[config.mk]
export PLATFORM = sky130hd
export DESIGN_NAME = r2_butterfly_pipe
export DESIGN_NICKNAME = d
export VERILOG_FILES = /design/src/rtl/r2_butterfly_pipe.sv
export SDC_FILE = /design/constraint.sdc
export NUM_CORES = 2
export LEC_CHECK = 0
export ABC_CLOCK_PERIOD_IN_PS = 9400
export CAP_MARGIN = 15
export CORE_UTILIZATION = 43
export CTS_BUF_LIST = sky130_fd_sc_hd__clkbuf_8
export DETAILED_ROUTE_END_ITERATION = 8
export GPL_ROUTABILITY_DRIVEN = 0
export SYNTH_ARGS = -nofsm -noshare
export SYNTH_HDL_FRONTEND = slang
export SYNTH_SLANG_ARGS = --single-unit
[constraint.sdc]
create_clock -name clk -period 9.4 [get_ports clk]
set_input_delay 1.88 -clock clk [delete_from_list [all_inputs] [get_ports clk]]
set_output_delay 1.88 -clock clk [all_outputs]
set_load 0.01 [all_outputs]
[src/rtl/r2_butterfly_pipe.sv]
// ---------------------------------------------------------------------------
// r2_butterfly_pipe
//   Four-stage pipelined fixed-point radix-2 DIT butterfly:
//     F0 = x1 + x2*W,  F1 = x1 - x2*W
//   W = cos - j*sin (forward) or cos + j*sin (inverse), selected per vector.
//   Optional divide-by-2 per vector, saturating outputs, sticky sat flag.
//   One butterfly per clock; a single global enable stalls the whole pipe
//   when the output is valid and not accepted downstream.
//
// Ports
//   clk        rising-edge clock
//   rst        asynchronous active-low reset
//   in_valid   input vector valid
//   in_ready   input accepted when in_valid & in_ready (combinational)
//   r1, i1     x1 real/imag          (signed DATA_W)
//   r2, i2     x2 real/imag          (signed DATA_W)
//   tw_cos     twiddle cosine        (signed Q1.(TW_W-1))
//   tw_sin     twiddle sine          (signed Q1.(TW_W-1))
//   in_inv     0: forward twiddle, 1: inverse twiddle
//   in_scale   1: halve both results
//   out_valid  result valid
//   out_ready  downstream accepts when out_valid & out_ready
//   f0r, f0i   F0 real/imag          (signed DATA_W, saturated)
//   f1r, f1i   F1 real/imag          (signed DATA_W, saturated)
//   clr_sat    synchronous clear of sat_flag (set wins)
//   sat_flag   sticky saturation indicator
//   busy       OR of all stage valid bits (combinational)
// ---------------------------------------------------------------------------
module r2_butterfly_pipe #(
  parameter int unsigned DATA_W = 16,
  parameter int unsigned TW_W   = 16
) (
  input  logic                     clk,
  input  logic                     rst,
  input  logic                     in_valid,
  output logic                     in_ready,
  input  logic signed [DATA_W-1:0] r1,
  input  logic signed [DATA_W-1:0] i1,
  input  logic signed [DATA_W-1:0] r2,
  input  logic signed [DATA_W-1:0] i2,
  input  logic signed [TW_W-1:0]   tw_cos,
  input  logic signed [TW_W-1:0]   tw_sin,
  input  logic                     in_inv,
  input  logic                     in_scale,
  output logic                     out_valid,
  input  logic                     out_ready,
  output logic signed [DATA_W-1:0] f0r,
  output logic signed [DATA_W-1:0] f0i,
  output logic signed [DATA_W-1:0] f1r,
  output logic signed [DATA_W-1:0] f1i,
  input  logic                     clr_sat,
  output logic                     sat_flag,
  output logic                     busy
);

  // Width plan: products fit DATA_W+TW_W (the only 2^(N-1)*2^(M-1) case is
  // positive and still representable); the cross sum needs one extra bit;
  // after the Q1.(TW_W-1) shift the twiddled value needs DATA_W+2 bits and
  // x1 +/- t needs DATA_W+3 bits.
  localparam int unsigned SW_W   = TW_W + 1;
  localparam int unsigned PROD_W = DATA_W + TW_W;
  localparam int unsigned SUM_W  = PROD_W + 1;
  localparam int unsigned T_W    = DATA_W + 2;
  localparam int unsigned F_W    = DATA_W + 3;
  localparam int unsigned SH     = TW_W - 1;

  localparam logic signed [SUM_W-1:0] RND     = SUM_W'(1) <<< (TW_W - 2);
  localparam logic signed [F_W-1:0]   SAT_MAX = F_W'({1'b0, {(DATA_W-1){1'b1}}});
  localparam logic signed [F_W-1:0]   SAT_MIN = ~SAT_MAX;

  // Optional halving with round half up.
  function automatic logic signed [F_W-1:0] half_rnd(input logic signed [F_W-1:0] v,
                                                     input logic                  sc);
    half_rnd = sc ? ((v + F_W'(1)) >>> 1) : v;
  endfunction

  function automatic logic is_sat(input logic signed [F_W-1:0] v);
    is_sat = (v > SAT_MAX) || (v < SAT_MIN);
  endfunction

  function automatic logic signed [DATA_W-1:0] clamp(input logic signed [F_W-1:0] v);
    if (v > SAT_MAX)      clamp = DATA_W'(SAT_MAX);
    else if (v < SAT_MIN) clamp = DATA_W'(SAT_MIN);
    else                  clamp = DATA_W'(v);
  endfunction

  // Global pipeline enable
  logic en;

  // S1: registered inputs with effective sine
  logic                     s1_v_q;
  logic signed [DATA_W-1:0] s1_r1_q, s1_i1_q, s1_r2_q, s1_i2_q;
  logic signed [TW_W-1:0]   s1_c_q;
  logic signed [SW_W-1:0]   s1_s_q, s1_s_d;
  logic                     s1_scale_q;

  // S2: partial products
  logic                     s2_v_q;
  logic signed [DATA_W-1:0] s2_r1_q, s2_i1_q;
  logic                     s2_scale_q;
  logic signed [PROD_W-1:0] s2_prc_q, s2_pis_q, s2_pic_q, s2_prs_q;
  logic signed [PROD_W-1:0] s2_prc_d, s2_pis_d, s2_pic_d, s2_prs_d;

  // S3: rounded twiddled x2
  logic                     s3_v_q;
  logic signed [DATA_W-1:0] s3_r1_q, s3_i1_q;
  logic                     s3_scale_q;
  logic signed [T_W-1:0]    s3_tr_q, s3_ti_q, s3_tr_d, s3_ti_d;
  logic signed [SUM_W-1:0]  sum_r, sum_i;

  // S4: output registers
  logic                     out_valid_q;
  logic signed [DATA_W-1:0] f0r_q, f0i_q, f1r_q, f1i_q;
  logic signed [DATA_W-1:0] f0r_d, f0i_d, f1r_d, f1i_d;
  logic                     sat_q;
  logic signed [F_W-1:0]    a0r, a0i, a1r, a1i;
  logic                     sat_any;

  assign en       = ~out_valid_q | out_ready;
  assign in_ready = en;
  assign busy     = s1_v_q | s2_v_q | s3_v_q | out_valid_q;

  assign out_valid = out_valid_q;
  assign f0r       = f0r_q;
  assign f0i       = f0i_q;
  assign f1r       = f1r_q;
  assign f1i       = f1i_q;
  assign sat_flag  = sat_q;

  // Effective sine: widened by one bit so negating the most negative value is exact.
  always_comb begin
    s1_s_d = SW_W'(tw_sin);
    if (in_inv) s1_s_d = -SW_W'(tw_sin);
  end

  // Products: operands sign-extended to the product width first.
  always_comb begin
    s2_prc_d = PROD_W'(s1_r2_q) * PROD_W'(s1_c_q);
    s2_pis_d = PROD_W'(s1_i2_q) * PROD_W'(s1_s_q);
    s2_pic_d = PROD_W'(s1_i2_q) * PROD_W'(s1_c_q);
    s2_prs_d = PROD_W'(s1_r2_q) * PROD_W'(s1_s_q);
  end

  // Cross sums, round half up, drop the Q fraction bits.
  always_comb begin
    sum_r   = SUM_W'(s2_prc_q) + SUM_W'(s2_pis_q) + RND;
    sum_i   = SUM_W'(s2_pic_q) - SUM_W'(s2_prs_q) + RND;
    s3_tr_d = T_W'(sum_r >>> SH);
    s3_ti_d = T_W'(sum_i >>> SH);
  end

  // Butterfly add/sub, optional halving, saturation.
  always_comb begin
    a0r = half_rnd(F_W'(s3_r1_q) + F_W'(s3_tr_q), s3_scale_q);
    a0i = half_rnd(F_W'(s3_i1_q) + F_W'(s3_ti_q), s3_scale_q);
    a1r = half_rnd(F_W'(s3_r1_q) - F_W'(s3_tr_q), s3_scale_q);
    a1i = half_rnd(F_W'(s3_i1_q) - F_W'(s3_ti_q), s3_scale_q);
    f0r_d   = clamp(a0r);
    f0i_d   = clamp(a0i);
    f1r_d   = clamp(a1r);
    f1i_d   = clamp(a1i);
    sat_any = is_sat(a0r) | is_sat(a0i) | is_sat(a1r) | is_sat(a1i);
  end

  // Pipeline registers: all stages advance together on en; data only loads
  // behind a valid so bubbles do not disturb held values.
  always_ff @(posedge clk or negedge rst) begin
    if (!rst) begin
      s1_v_q      <= 1'b0;
      s1_r1_q     <= '0;
      s1_i1_q     <= '0;
      s1_r2_q     <= '0;
      s1_i2_q     <= '0;
      s1_c_q      <= '0;
      s1_s_q      <= '0;
      s1_scale_q  <= 1'b0;
      s2_v_q      <= 1'b0;
      s2_r1_q     <= '0;
      s2_i1_q     <= '0;
      s2_scale_q  <= 1'b0;
      s2_prc_q    <= '0;
      s2_pis_q    <= '0;
      s2_pic_q    <= '0;
      s2_prs_q    <= '0;
      s3_v_q      <= 1'b0;
      s3_r1_q     <= '0;
      s3_i1_q     <= '0;
      s3_scale_q  <= 1'b0;
      s3_tr_q     <= '0;
      s3_ti_q     <= '0;
      out_valid_q <= 1'b0;
      f0r_q       <= '0;
      f0i_q       <= '0;
      f1r_q       <= '0;
      f1i_q       <= '0;
    end else if (en) begin
      s1_v_q      <= in_valid;
      s2_v_q      <= s1_v_q;
      s3_v_q      <= s2_v_q;
      out_valid_q <= s3_v_q;
      if (in_valid) begin
        s1_r1_q    <= r1;
        s1_i1_q    <= i1;
        s1_r2_q    <= r2;
        s1_i2_q    <= i2;
        s1_c_q     <= tw_cos;
        s1_s_q     <= s1_s_d;
        s1_scale_q <= in_scale;
      end
      if (s1_v_q) begin
        s2_r1_q    <= s1_r1_q;
        s2_i1_q    <= s1_i1_q;
        s2_scale_q <= s1_scale_q;
        s2_prc_q   <= s2_prc_d;
        s2_pis_q   <= s2_pis_d;
        s2_pic_q   <= s2_pic_d;
        s2_prs_q   <= s2_prs_d;
      end
      if (s2_v_q) begin
        s3_r1_q    <= s2_r1_q;
        s3_i1_q    <= s2_i1_q;
        s3_scale_q <= s2_scale_q;
        s3_tr_q    <= s3_tr_d;
        s3_ti_q    <= s3_ti_d;
      end
      if (s3_v_q) begin
        f0r_q <= f0r_d;
        f0i_q <= f0i_d;
        f1r_q <= f1r_d;
        f1i_q <= f1i_d;
      end
    end
  end

  // Sticky saturation flag: setting on an S4 load wins over a clear.
  always_ff @(posedge clk or negedge rst) begin
    if (!rst) begin
      sat_q <= 1'b0;
    end else if (en && s3_v_q && sat_any) begin
      sat_q <= 1'b1;
    end else if (clr_sat) begin
      sat_q <= 1'b0;
    end
  end

endmodule

==> flow_summary.yaml <==
run_status:
  status: "complete, no violations"
yosys:
  yosysWarnings: 0
  synth-main-ff-cell: "dfrtp_1"
  synth_area_um2: 63900
  avgSynthCellArea_um2: 9.20
  synth_area_leaders: "fa_1 33%, dfrtp_1 16%, ha_1 10%, inv_1 7.9%, nand2_1 5.2%"
  synth-seq-cells: 397
  synthCells: 6951
  async_flop_share_pct: 100
  ys_seq_area_share_pct: 15.5
  synth_cell_types: 106
  post-synth-top-area-cell: "fa_1"
  synth_top_area_share_pct: 33.4
  syn-num-nets: 8649
  synth_edf_count: 0
detailed_routing:
  ant_nets: 0
  vias: 47300
  vias_per_cell: 5.27
  wl_met2_mm: 79.9
  routedWlPerCell_um: 19.1
  wl_met1_mm: 75.5
  wl_met3_mm: 10.1
  wl_mm: 171
  highest_layer: "met5"
  drc: 0
  drt_iter0_markers: 2624
  dr.pass1.iters: 5
flow_run:
  drv_cap: 0
floorplan:
  rows: 141
  die_w_um: 388
  die_h_um: 388
  die_area_um2: 150000
  io-pin-count: 171
  start_util_pct: 43.3
  core_area_um2: 148000
cells_and_area:
  syn_to_final_growth_pct: 8.63
  drive_gt1_share_pct: 6.59
  nets: 8662
  mostFrequentLayoutCells: "1352 x inv_1, 1068 x fa_1, 881 x nand2_1, 527 x ha_1, 455 x and2_1"
  postLayoutCellArea_um2: 69500
  layout_commonest_cell: "inv_1"
  multi_input_area_um2: 47700
  register_area_um2: 9940
  utilization_pct: 47.0
  nFillCells: 14100
sta:
  tns_ps: 0
  hold_viol: 0
  drv_slew: 0
  finalSetupViolCount: 0
  tightest_slew_ps: 1090
  fin_ws_ps: 1810
  worst_clock_skew_ps: 53.2
  fmax_mhz: 132
  period_share_pct: 80.8
  rsz0062_at_grt: "no"
  finalCriticalPeriod_ps: 7590
  maxSlewHeadroom_pct: 27.5
cts:
  cts_resized: 0
  clk_pin_slew_worst_paths_ps: 60
  root_buffer: "clkbuf_8"
  clk_latency_ps: 820
  numCtsBuffers: 80
  htreeDepth: 3
  postCtsSetupRepairBufs: 0
  clockBufferDepth: 3
  numClockSinks: 397
  cts_tree: "yes"
  cts_hold_buf: 0
setup_path:
  r2r_cells: 24
  crit_arrival_ps: 8260
  end_kind: "register"
  rrSetupSlack_ps: 1810
  cp_max_fo: 17
  path_class: "register to register"
  cp-start-kind: "register"
  startpoint: "s1_c_q[5]"
  critPathRequiredTime_ps: 10070
  worstReg2RegEnd: "s2_prc_q[31]"
  r2r-start: "s1_c_q[5]"
global_routing:
  antenna_found_initial: 12
  grt_first_pass_wirelength_mm: 276
  grt_max_degree: 132
  grt_pass1_vias: 49800
  grt.overflow.total: 0
  grtUsageTotal_pct: 23.4
min_path:
  hold_path_class: "register to register"
  worstHoldPathCells: 1
  worstHoldStart: "f0r[12]"
  holdPathEnd: "f0r[12]"
placement:
  postPlaceCellArea_um2: 67500
  place_hpwl_mm: 137
  port-buffer-count: 170
  post-place-ws_ps: 1820
-- layout make-up --
class                   count  area share, %
diodes                      6         0.0216
clock buffers              98           1.94
clock inverters            46          0.737
inverters                1340           7.24
multi-input cells        4884           68.7
flip-flops and latches    397           14.3
well taps                1930           3.48
repair buffers            261           3.56
-- registers in the layout, summed over array words and instances (netlist names), 17 cells and up --
name      flops
s2_pic_q     32
s3_tr_q      18
s3_ti_q      18
s2_pis_q     32
s2_prs_q     32
s2_prc_q     32
s1_s_q       17
-- through the flow --
| stage | std cells | hold WS (ps) |
|---|---|---|
| 2_1_floorplan | 6951 | 441 |
| 3_3_place_gp | 8808 | 458 |
| 3_5_place_dp | 8809 | 466 |
| 4_1_cts | 8953 | 478 |
| 5_1_grt | 8957 | 493 |
| 6_report | 8962 | 471 |
-- worst max-delay path by stage --
stage	endpoint	slack, ps	cells past startpoint
3_3_place_gp	s2_prc_q[31]	1900	23
3_5_place_dp	s2_prc_q[30]	1820	22
4_1_cts	s2_prc_q[30]	1820	22
2_1_floorplan	s2_prc_q[30]	2840	24
5_1_grt	s2_pic_q[30]	1510	23
6_report	s2_prc_q[31]	1810	24
-- cell usage after synthesis, drive strengths merged (74+ instances only) --
library cell     n
nor2           165
clkbuf         303
o21ai          301
nand2          885
dfrtp          397
nand2b          88
fa            1068
inv           1339
and2           456
xnor2          164
ha             527
a21oi          197
a21o            74
xor2            86
mux2           173
-- per-layer routing --
| layer | vias to the layer above | track usage [%] |
|---|---|---|
| li1 | 21800 | - |
| met1 | 23900 | 31.6 |
| met2 | 1306 | 38.0 |
| met3 | 279 | 3.89 |
| met4 | 4 | 7.68 |
| met5 | - | 0 |
-- kinds of logic after synthesis --
kind of cell	Yosys count	synth area share, %
XOR/XNOR	250	3.42
flip-flops	397	15.5
adder cells (fa/ha/maj)	1595	43.8
AO/OA/AOI/OAI	928	9.48
buffers and inverters	1670	9.87
multiplexers	182	3.19
AND/OR/NAND/NOR	1929	14.7
-- critical path: stages, from the launching register on --
cell and delay [ps]:
dfrtp_1 840, buf_4 390, nand2_1 120, fa_1 530, inv_1 50, fa_1 470, inv_1 50, fa_1 510
inv_1 60, fa_1 530, inv_1 60, fa_1 470, inv_1 50, fa_1 430, ha_1 250, or3_1 410
or3_1 310, a211oi_1 610, nor2_1 220, a311oi_1 420, o21a_1 180, nor3_1 60, a31oi_1 210, xnor2_1 130
o21ai_0 80
Power is left out: the tool's default activity adds up to more than one toggle a clock period on the data nets, which glitch-free logic cannot reach.
